`src/rtl/kmeans_pkg.sv`:
```
// Shared k-means definitions: frame geometry, coordinate layout, controller states
// and the centroid ordering key.
package kmeans_pkg;

  localparam int unsigned CLUSTER_SIZE = 4;
  localparam int unsigned POINT_W      = 16;
  localparam int unsigned COORD_W      = 8;

  typedef enum logic [1:0] {
    StIdle,
    StCollect,
    StSort,
    StEmit
  } state_e;

  // Key is x then y, so a strict greater-than keeps equal words in arrival order.
  function automatic logic key_gt(input logic [POINT_W-1:0] a, input logic [POINT_W-1:0] b);
    logic [COORD_W-1:0] ax, ay, bx, by;
    ax = a[POINT_W-1 -: COORD_W];
    ay = a[COORD_W-1:0];
    bx = b[POINT_W-1 -: COORD_W];
    by = b[COORD_W-1:0];
    return (ax > bx) || ((ax == bx) && (ay > by));
  endfunction

endpackage

```
`src/rtl/kmeans_cmp_swap.sv`:
```
// Combinational compare-exchange of two centroid words; lo/hi are the ordered pair.
module kmeans_cmp_swap
  import kmeans_pkg::*;
(
  input  logic [POINT_W-1:0] a,
  input  logic [POINT_W-1:0] b,
  output logic [POINT_W-1:0] lo,
  output logic [POINT_W-1:0] hi
);

  logic swap;

  assign swap = key_gt(a, b);
  assign lo   = swap ? b : a;
  assign hi   = swap ? a : b;

endmodule

```
`src/rtl/kmeans_centroid_sorter.sv`:
```
// Collects a frame of centroid words, sorts it with a 4-phase odd-even transposition
// network and streams it out in ascending (x, y) order behind a valid/ready handshake.
module kmeans_centroid_sorter #(
  parameter int unsigned CLUSTER_SIZE = kmeans_pkg::CLUSTER_SIZE,
  parameter int unsigned POINT_W      = kmeans_pkg::POINT_W
) (
  input  logic               clk,
  input  logic               rst,
  input  logic               in_valid,
  input  logic [POINT_W-1:0] in_data,
  output logic               out_valid,
  input  logic               out_ready,
  output logic [POINT_W-1:0] out_data,
  output logic               out_last,
  output logic               busy,
  output logic               frame_err,
  output logic               drop_err,
  output logic [7:0]         frame_cnt
);
  import kmeans_pkg::*;

  localparam int unsigned IDX_W = $clog2(CLUSTER_SIZE);
  localparam logic [IDX_W-1:0] LastIdx = IDX_W'(CLUSTER_SIZE - 1);

  state_e             state_q, state_d;
  logic [POINT_W-1:0] ent_q [CLUSTER_SIZE];
  logic [POINT_W-1:0] ent_d [CLUSTER_SIZE];
  logic [IDX_W-1:0]   idx_q, idx_d;
  logic [1:0]         step_q, step_d;
  logic               out_valid_d, out_last_d, busy_d, frame_err_d, drop_err_d;
  logic [POINT_W-1:0] out_data_d;
  logic [7:0]         frame_cnt_d;

  logic [POINT_W-1:0] s01_lo, s01_hi, s23_lo, s23_hi, s12_lo, s12_hi;

  kmeans_cmp_swap u_cs01 (.a(ent_q[0]), .b(ent_q[1]), .lo(s01_lo), .hi(s01_hi));
  kmeans_cmp_swap u_cs23 (.a(ent_q[2]), .b(ent_q[3]), .lo(s23_lo), .hi(s23_hi));
  kmeans_cmp_swap u_cs12 (.a(ent_q[1]), .b(ent_q[2]), .lo(s12_lo), .hi(s12_hi));

  always_comb begin
    state_d     = state_q;
    ent_d       = ent_q;
    idx_d       = idx_q;
    step_d      = step_q;
    frame_err_d = 1'b0;
    drop_err_d  = drop_err;
    frame_cnt_d = frame_cnt;

    unique case (state_q)
      StIdle: begin
        if (in_valid) begin
          ent_d[0] = in_data;
          idx_d    = IDX_W'(1);
          state_d  = StCollect;
        end
      end
      StCollect: begin
        if (in_valid) begin
          ent_d[idx_q] = in_data;
          if (idx_q == LastIdx) begin
            idx_d   = '0;
            step_d  = '0;
            state_d = StSort;
          end else begin
            idx_d = idx_q + IDX_W'(1);
          end
        end else begin
          for (int i = 0; i < CLUSTER_SIZE; i++) ent_d[i] = '0;
          idx_d       = '0;
          frame_err_d = 1'b1;
          state_d     = StIdle;
        end
      end
      StSort: begin
        if (in_valid) drop_err_d = 1'b1;
        if (!step_q[0]) begin
          ent_d[0] = s01_lo;
          ent_d[1] = s01_hi;
          ent_d[2] = s23_lo;
          ent_d[3] = s23_hi;
        end else begin
          ent_d[1] = s12_lo;
          ent_d[2] = s12_hi;
        end
        step_d = step_q + 2'd1;
        if (step_q == 2'd3) begin
          idx_d   = '0;
          state_d = StEmit;
        end
      end
      StEmit: begin
        if (in_valid) drop_err_d = 1'b1;
        if (out_ready) begin
          if (idx_q == LastIdx) begin
            idx_d       = '0;
            frame_cnt_d = frame_cnt + 8'd1;
            state_d     = StIdle;
          end else begin
            idx_d = idx_q + IDX_W'(1);
          end
        end
      end
      default: state_d = StIdle;
    endcase

    // Outputs are registered copies of what the next state will present.
    out_valid_d = (state_d == StEmit);
    out_data_d  = out_valid_d ? ent_d[idx_d] : '0;
    out_last_d  = out_valid_d && (idx_d == LastIdx);
    busy_d      = (state_d != StIdle);
  end

  always_ff @(posedge clk) begin
    if (rst) begin
      state_q   <= StIdle;
      for (int i = 0; i < CLUSTER_SIZE; i++) ent_q[i] <= '0;
      idx_q     <= '0;
      step_q    <= '0;
      out_valid <= 1'b0;
      out_data  <= '0;
      out_last  <= 1'b0;
      busy      <= 1'b0;
      frame_err <= 1'b0;
      drop_err  <= 1'b0;
      frame_cnt <= '0;
    end else begin
      state_q   <= state_d;
      ent_q     <= ent_d;
      idx_q     <= idx_d;
      step_q    <= step_d;
      out_valid <= out_valid_d;
      out_data  <= out_data_d;
      out_last  <= out_last_d;
      busy      <= busy_d;
      frame_err <= frame_err_d;
      drop_err  <= drop_err_d;
      frame_cnt <= frame_cnt_d;
    end
  end

endmodule

```
`config.mk`:
```
export PLATFORM = sky130hd
export DESIGN_NAME = kmeans_centroid_sorter
export DESIGN_NICKNAME = d
export VERILOG_FILES = /design/src/rtl/kmeans_pkg.sv /design/src/rtl/kmeans_cmp_swap.sv /design/src/rtl/kmeans_centroid_sorter.sv
export SDC_FILE = /design/constraint.sdc
export NUM_CORES = 1
export LEC_CHECK = 0
export BUFFER_PORTS_ARGS = -buffer_cell sky130_fd_sc_hd__buf_2
export CAP_MARGIN = 15
export CORE_ASPECT_RATIO = 0.6
export CORE_UTILIZATION = 30
export DETAILED_ROUTE_END_ITERATION = 16
export PLACE_DENSITY = 0.43
export SLEW_MARGIN = 20
export SYNTH_ARGS = -nofsm -noshare
export SYNTH_HDL_FRONTEND = slang
export SYNTH_SLANG_ARGS = --single-unit
```
`constraint.sdc`:
```
create_clock -name clk -period 8.76 [get_ports clk]
set_clock_uncertainty 0.2 [all_clocks]
set_input_delay 1.314 -clock clk [delete_from_list [all_inputs] [get_ports clk]]
set_output_delay 1.314 -clock clk [all_outputs]
set_load 0.01 [all_outputs]
```
==> results of run 1 <==
[flip-flops by register name, summed over array words and instances, names as in the netlist, 2 cells and up]
register / flops
frame_cnt: 8
state_q: 2
ent_q: 64
step_q: 2
out_data: 16
idx_q: 2
[report_power, final]
group	internal [µW]	total, µW	switching [µW]	leakage [µW]
registers	502	587	84.5	0.000802
logic	654	1950	1290	0.00263
clock network	259	460	202	0.000155
total	1410	2990	1580	0.00359
[layer usage]
layer,wire length (µm),vias up,global-route usage
met5,0,-,0
met4,178,0,0.0362
met3,3440,13,0.0720
met2,10600,364,0.279
met1,18000,3733,0.413
li1,-,3735,-
[metrics by stage]
step	utilization	power [µW]
after floorplan	-	1970
after global placement	0.327	2500
after detailed placement	0.327	2490
after CTS	0.340	2960
after global routing	0.340	3180
final	0.340	2990
[cell usage after synthesis, types with 12 or more instances]
cell type | count | area share
nor3_1 | 16 | 0.010
a21oi_1 | 74 | 0.047
nor2_1 | 98 | 0.047
o21ai_0 | 52 | 0.033
buf_2 | 12 | 0.0077
a31oi_1 | 30 | 0.024
mux2_2 | 13 | 0.019
a222oi_1 | 13 | 0.017
ha_1 | 59 | 0.094
dfxtp_1 | 99 | 0.25
o22ai_1 | 24 | 0.019
a22o_1 | 14 | 0.016
o211ai_1 | 17 | 0.016
clkbuf_1 | 51 | 0.024
o31ai_1 | 12 | 0.011
o2bb2ai_1 | 16 | 0.018
nand3_1 | 22 | 0.014
mux2i_1 | 78 | 0.10
a21o_1 | 22 | 0.021
inv_1 | 69 | 0.033
nand2_1 | 72 | 0.034
[path summary, 6_finish.rpt]
kind	slack, ns	endpoint	depth (start not counted)
setup / recovery	4.58	out_data[15]	11
hold / removal	0.25	drop_err	2
setup reg to reg	4.58	out_data[15]	11
hold reg to reg	0.25	drop_err	2
[cell usage in the layout (no fill, tap or decap), drive strengths merged, types with 12 or more instances in the layout]
cell,n
nor2,99
mux2,13
dfxtp,99
o2bb2ai,16
a22o,14
o21ai,54
o211ai,18
mux2i,78
o31ai,12
nand2,72
a21oi,74
a222oi,13
a31oi,30
ha,59
nand3,22
nor3,16
a21o,22
inv,70
o22ai,24
buf,59
[worst max-delay path: cells and delay by family (launching register included)]
kind | cells | cell delay (ns)
AO/OA/AOI/OAI | 5 | 1.64
buffers and inverters | 1 | 0.20
AND/OR/NAND/NOR | 2 | 0.69
flip-flops | 1 | 0.46
adder cells (fa/ha/maj) | 1 | 0.38
multiplexers | 2 | 0.48
[layout make-up]
| cell class | count | area share |
|---|---|---|
| multi-input combinational | 764 | 0.615 |
| sequential | 99 | 0.229 |
| tap | 352 | 0.0509 |
| timing repair buffer | 59 | 0.0373 |
| inverter | 70 | 0.0303 |
| clock buffer | 10 | 0.0276 |
| clock inverter | 5 | 0.00983 |
[cells by family (layout without fill, tap and decap cells)]
logic type               after synthesis  count (layout)
AO/OA/AOI/OAI                        344             344
XOR/XNOR                               7               7
adder cells (fa/ha/maj)               59              59
buffers and inverters                146             144
flip-flops                            99              99
multiplexers                          91              91
AND/OR/NAND/NOR                      263             263
==> results.ini, run 1 <==
[critical_path]
startpoint=ent_q[30]
worstSetupPathType=reg -> reg
startpoint_type=register
crit_path_top_delay_cell=a31oi_4
critPathMaxFanout=22
endpoint_kind=register
worstReg2RegStart=ent_q[30]
required_ns=8.84
slowest_delay_ns=0.90
cp_data_arrival_time_ns=4.26
path_cells=inv_1, ha_1, nand4_1, nor3_1, a31oi_1, a31oi_4, mux2i_1, o31ai_1, a31oi_1, mux2i_1, a21o_1

[route]
drc=0
avgRoutedWirePerCell_um=23.7
vias=7845
vias_per_cell=5.77
drt_iter0_drc=1044
ant_nets=0
drt-pass1-iter-count=8
drt_wl_total_um=32200

[timing]
slew_viol_final=0
finalCriticalPeriod_ns=4.18
slew_headroom=0.235
setup_violations=0
worst_slew_pin_slew_ns=1.14
holdWs_ns=0.252
fin_ws_ns=4.58
rsz0062_at_grt=false
fmax_ghz=0.239
hold_viol_final=0
setup_tns_ns=0
min_period_over_period=0.478

[global_route]
grt_first_pass_wirelength_um=48100
grt_overflow=0
grt_max_degree=82
grtUsageTotal=0.243
grt_pass1_vias=7164
antenna_found_initial=0

[status]
status=finished, final reports clean

[placed_design]
place_congestion=0.877
dpl.cell_count=1344
port_buffers=48
pre_cts_ws_ns=4.28
placed_cell_area_um2=8330
dpl.hpwl_um=23800

[clock_tree]
cts_tree=built
clkTransAtPathRegs_ns=0.08
clock_latency_ns=0.38
clockRootBuffer=clkbuf_16
cts_buffers=9
clkSinkCount=99
cts_hold_buf=0
cts_resized=0
cts.path.max_buffers=2
cts_setup_buffers=0
h-tree-depth=3

[worst_hold_path]
min-delay-start=drop_err
hold_path.class=reg -> reg

[logic_synthesis]
synthXorXnorAreaFrac=0.00782
synth_edf_count=0
synthSimpleGateAreaFrac=0.152
synth_mux_area_frac=0.118
syn_inst=1009
synth_top_family_by_area=compound AO/OA/AOI/OAI gates
synth_flop_cell=dfxtp_1
ys_ff_latch=99
ys_warn_count=0
yosysUniqueCellTypes=60
synth_area_per_cell_um2=7.77
synth_compound_area_frac=0.300
syn_area_um2=7840
synthArstFlopShare=0
syn_nets=1088
synthAdderAreaFrac=0.0942
synth_seq_area_share=0.253

[pwr]
p_leak_uw=0.00359
vdd_drop_max_mv=0.179
cellPowerDensity_nw_per_um2=346

[floorplan]
die_h_um=127
io_pins=49
dieArea_um2=26800
num_rows=45
start_util=0.308
die_w_um=211
core_um2=25400

[cells_and_area]
fill_cells=2733
drive_above_1_share=0.101
regArea_um2=1980
multi_input_area_um2=5330
area_growth_pct=10.5
fin_cells=1359
finalInstanceArea_um2=8660
finalNetCount=1082
n_antenna_cell=0

[flow_run]
maxCapViolCount=0

(Power assumes the default switching activity.)
==> inputs of run 2 (changes only) <==
- PLACE_DENSITY: 0.43 -> 0.45
- clock period: 8.76 -> 3.7 ns (I/O delays scaled with it)
==> run 2 against run 1 <==
  * Sequential power grew 120%
  * Flip-flop and latch count stayed put
  * Routed wire length fell by 1.3%
  * Hold slack improved by 0.00069 ns
  * Maximum frequency is 20% higher
  * Combinational power grew to 2.5 times the previous value
  * Critical endpoint is now out_data[3]
  * Largest cell class unchanged
==> results.ini, run 2 (synthesized netlist as in run 1, its figures left out) <==
[timing]
fmax_ghz=0.287
setup_tns_ns=0
finalCriticalPeriod_ns=3.48
min_period_over_period=0.940
hold_viol_final=0
worst_slew_pin_slew_ns=1.07
holdWs_ns=0.253
slew_headroom=0.289
slew_viol_final=0
setup_violations=0
rsz0062_at_grt=false

[route]
drt_iter0_drc=946
drc=0
drt-pass1-iter-count=8
drt_wl_total_um=31800
vias_per_cell=5.68
vias=8065
avgRoutedWirePerCell_um=22.4
ant_nets=0

[critical_path]
crit_family=compound AO/OA/AOI/OAI gates
crit_path_top_delay_cell=dfxtp_1
slowest_delay_ns=0.52
worstSetupPathType=reg -> reg
endpoint_kind=register
path_cells=ha_1, a21oi_1, o21ai_0, a2111o_1, o211ai_4, buf_4, o31ai_1, a222oi_1, o22ai_1, a31o_2
required_ns=3.78
reg2reg_depth=10
r2r_setup_slack_ns=0.22
critPathMaxFanout=20
cp_data_arrival_time_ns=3.56
reg2reg_to=out_data[3]
worstReg2RegStart=ent_q[21]
worst-path-buf-inv=1
startpoint_type=register

[clock_tree]
clkSinkCount=99
cts_buffers=9
h-tree-depth=3
cts_resized=0
cts_tree=built
clockRootBuffer=clkbuf_16
clkTransAtPathRegs_ns=0.07
cts.path.max_buffers=2
cts_setup_buffers=0
cts_hold_buf=0
clock_latency_ns=0.38

[global_route]
antenna_found_initial=0
grt_first_pass_wirelength_um=48200
grt_max_degree=51
grt_pass1_vias=7317
grt_overflow=0
grtUsageTotal=0.243

[cells_and_area]
largest_register_ffs=64
drive_above_1_share=0.151
final_cell_mix=dfxtp_1, nor2_1, mux2i_1
finalNetCount=1143
n_antenna_cell=0
fin_cells=1421
regMostFlops=ent_q
reg_top3=ent_q (64), out_data (16), frame_cnt (8)
final_common_cell=dfxtp_1
finish.utilization=0.357
area_growth_pct=16.0
finalInstanceArea_um2=9090

[status]
status=finished, final reports clean

[worst_hold_path]
min_path_cells=2
hold_path.class=reg -> reg
min-delay-start=drop_err
hold_end=drop_err

[floorplan]
dieArea_um2=26800
die_w_um=211
die_h_um=127
start_util=0.308
io_pins=49
num_rows=45
core_um2=25400

[placed_design]
port_buffers=48
dpl.hpwl_um=23900
placed_cell_area_um2=8790
dpl.cell_count=1405
place_congestion=0.835

[pwr]
cellPowerDensity_nw_per_um2=804
p_leak_uw=0.00387
vdd_drop_max_mv=0.332

[flow_run]
maxCapViolCount=0

==> run 2: worst max path at each step <==
stage,start,to,cells after the start
after global routing,ent_q[29],out_data[8],12
after CTS,ent_q[22],out_data[11],12
after global placement,ent_q[22],out_data[11],12
after floorplan,ent_q[38],out_data[4],12
after detailed placement,ent_q[22],out_data[11],12
final,ent_q[21],out_data[3],10
==> run 2: report_power, final <==
| part | internal, µW | leakage [µW] | switching, µW |
|---|---|---|---|
| logic | 1830 | 0.00293 | 3130 |
| registers | 1190 | 0.000802 | 133 |
| clock network | 530 | 0.000141 | 493 |
==> run 2: worst min-delay path, stage by stage, from the launching register on <==
cell and delay, ns:
dfxtp_1 0.31, inv_1 0.05, a21oi_1 0.05
==> run 2: per-layer routing <==
metal,share of wire,vias to the layer above,global-route usage
met4,0.0058,0,0.0418
met2,0.35,403,0.286
met1,0.54,3788,0.407
met5,0,-,0
li1,-,3863,-
met3,0.11,11,0.0703
==> run 2: cell type report <==
class,count,area (µm²)
inverter,70,263
multi-input combinational,764,5320
clock inverter,5,60.1
fill,2762,16400
clock buffer,11,233
tap,352,440
sequential,99,1980
timing repair buffer,120,793
==> run 2: through the flow <==
step / setup WS, ns / power [µW]
CTS: 0.283 / 7240
detailed placement: 0.294 / 6180
global route: 0.0252 / 7830
global placement: 0.298 / 6200
finish: 0.222 / 7310
floorplan: 0.705 / 4670
==> inputs of run 3 (changes only) <==
- SYNTH_HIERARCHICAL: not set -> 1
==> run 3 against run 2 <==
  * Flip-flop and latch count unchanged
  * Sequential power decreased by 16%
  * Cell count shrank 15%
  * Core utilization is 0.20 points lower
  * Die area shrank 2.9%
  * Routed wire length is 17% lower
  * Global-route usage down 3.9 points
  * Clock-buffer cell count decreased by 2
  * Hold slack worse by 0.081 ns
  * Via count decreased by 16%
  * Total power decreased by 63%
  * Largest power group is now sequential cells
==> results.ini, run 3 <==
[route]
drt-pass1-iter-count=9
ant_nets=0
drt_iter0_drc=729
vias=6757
vias_per_cell=5.60
drt_wl_total_um=26500
avgRoutedWirePerCell_um=21.9
drc=0

[pwr]
p_comb_frac=0.225
power.share.sequential=0.406
p_int_uw=1870
p_sw_uw=854
report.power.total_uw=2730
cellPowerDensity_nw_per_um2=313
pwr-share-clk=0.369
vdd_drop_max_mv=0.216
switching_share=0.313
p_leak_uw=0.00353

[critical_path]
cp_data_arrival_time_ns=3.69
critPathMaxFanout=10
reg2reg_depth=11
startpoint_type=register
endpoint_kind=register
required_ns=3.77
worstSetupPathType=reg -> reg

[timing]
setup_violations=0
hold_viol_final=0
slew_headroom=0.354
worst_slew_pin_slew_ns=0.968
finalCriticalPeriod_ns=3.62
min_period_over_period=0.979
slew_viol_final=0
fin_ws_ns=0.0793
fmax_ghz=0.276
setup_tns_ns=0

[cells_and_area]
final_common_cell=mux2_2
n_antenna_cell=0
final_cell_mix=mux2_2, nor2_1, dfxtp_1
regMostFlops=ent_q
fin_cells=1207
area_growth_pct=14.6
finalInstanceArea_um2=8720
largest_register_ffs=64
reg_top3=ent_q (64), out_data (16), frame_cnt (8)
finalNetCount=961
drive_above_1_share=0.299

[logic_synthesis]
syn_inst=832
synth_area_per_cell_um2=9.14
ys_ff_latch=99
ys_warn_count=6
yosysTopAreaCell=dfxtp_1
synth_top_cell_area_share=0.260
synth_common_cells=mux2_2, dfxtp_1, nor2_1, ha_1, inv_1
yosysMostFrequentCell=mux2_2
synth_seq_area_share=0.260
syn_area_um2=7610
synth_flop_cell=dfxtp_1
syn_nets=913
synth_edf_count=0
synthArstFlopShare=0
yosysUniqueCellTypes=59
synth.area.top_cells=dfxtp_1, mux2_2, ha_1

[global_route]
grt_max_degree=80
grtUsageTotal=0.204
antenna_found_initial=0
grt_overflow=0
grt_pass1_vias=6413
grt_first_pass_wirelength_um=40400

[floorplan]
die_h_um=125
dieArea_um2=26000
die_w_um=208
start_util=0.310
num_rows=44
io_pins=49
core_um2=24600

[clock_tree]
cts_tree=built
h-tree-depth=3
clockRootBuffer=clkbuf_16
clkSinkCount=99
cts_buffers=9
clock_latency_ns=0.37
cts.path.max_buffers=2
clkTransAtPathRegs_ns=0.08

[status]
status=finished, final reports clean

[placed_design]
port_buffers=48
place_congestion=0.877
dpl.cell_count=1182
dpl.hpwl_um=18100
placed_cell_area_um2=8260
pre_cts_ws_ns=0.0662

[worst_hold_path]
hold_path.class=in -> reg
min_path_cells=2

[flow_run]
maxCapViolCount=0

-- run 3: changes by cell type after synthesis, sizes merged, moves of 16 or more --
| cell | before | now |
|---|---|---|
| a21oi | 74 | 26 |
| a221oi | 3 | 21 |
| nand2 | 72 | 23 |
| mux2 | 13 | 122 |
| a31oi | 30 | 0 |
| a22oi | 10 | 32 |
| mux2i | 78 | 37 |
| nand3 | 22 | 6 |
| o21ai | 54 | 21 |
| clkbuf | 51 | 24 |
| o22ai | 24 | 0 |
-- run 3: logic make-up (layout without fill, tap and decap cells) --
group	after synthesis	after routing	synth area share
AO/OA/AOI/OAI	213	213	0.220
XOR/XNOR	7	7	0.00806
AND/OR/NAND/NOR	175	175	0.106
adder cells (fa/ha/maj)	61	61	0.100
multiplexers	159	159	0.229
flip-flops	99	99	0.260
buffers and inverters	118	171	0.0756
-- run 3: critical path: stages, from the launching register on --
cell and delay [ns]:
dfxtp_1 0.38, inv_1 0.13, ha_1 0.36, nand4_1 0.26, o21a_1 0.29, a211oi_4 0.27, buf_6 0.21, mux2_2 0.35
mux2_2 0.26, a222oi_1 0.41, mux2i_1 0.14, a22o_1 0.24
-- run 3: path summary, 6_finish.rpt --
path / startpoint / to / slack [ns]
worst max-delay path: ent_q[2] / out_data[14] / 0.08
worst min register to register: drop_err / drop_err / 0.25
worst max register to register: ent_q[2] / out_data[14] / 0.08
worst min-delay path: rst / state_q[0] / 0.17
-- run 3: metrics by stage --
step,util,hold slack (ns)
finish,0.355,0.172
global route,0.355,0.177
CTS,0.349,0.157
detailed placement,0.336,0.241
global placement,0.336,0.238
floorplan,-,0.258
-- run 3: repair_timing --
item                                    CTS  global route
endpoints found under the setup margin    0            15
gates resized for setup                   0            22
buffers inserted                          0             8
hold buffers                              0             0
-- run 3: power groups by stage --
stage          logic [µW]  clock network (µW)  registers [µW]
4_1_cts               551                1040            1110
3_3_place_gp          550                   0            1130
5_1_grt               648                1070            1110
2_1_floorplan         388                   0            1120
3_5_place_dp          549                   0            1130
6_report              612                1010            1110
-- run 3: layer usage --
metal | up-vias | track usage | part of all wire
li1 | 3229 | - | -
met1 | 3249 | 0.312 | 0.52
met2 | 263 | 0.270 | 0.38
met3 | 16 | 0.0681 | 0.091
met4 | 0 | 0.0413 | 0.0088
met5 | - | 0 | 0
-- run 3: final cells by class --
type / instances / area [µm²]
fill: 2581 / 15800
multi-input combinational: 615 / 5110
sequential: 99 / 2000
timing repair buffer: 96 / 683
tap: 322 / 403
clock buffer: 9 / 225
inverter: 59 / 221
clock inverter: 7 / 76.3
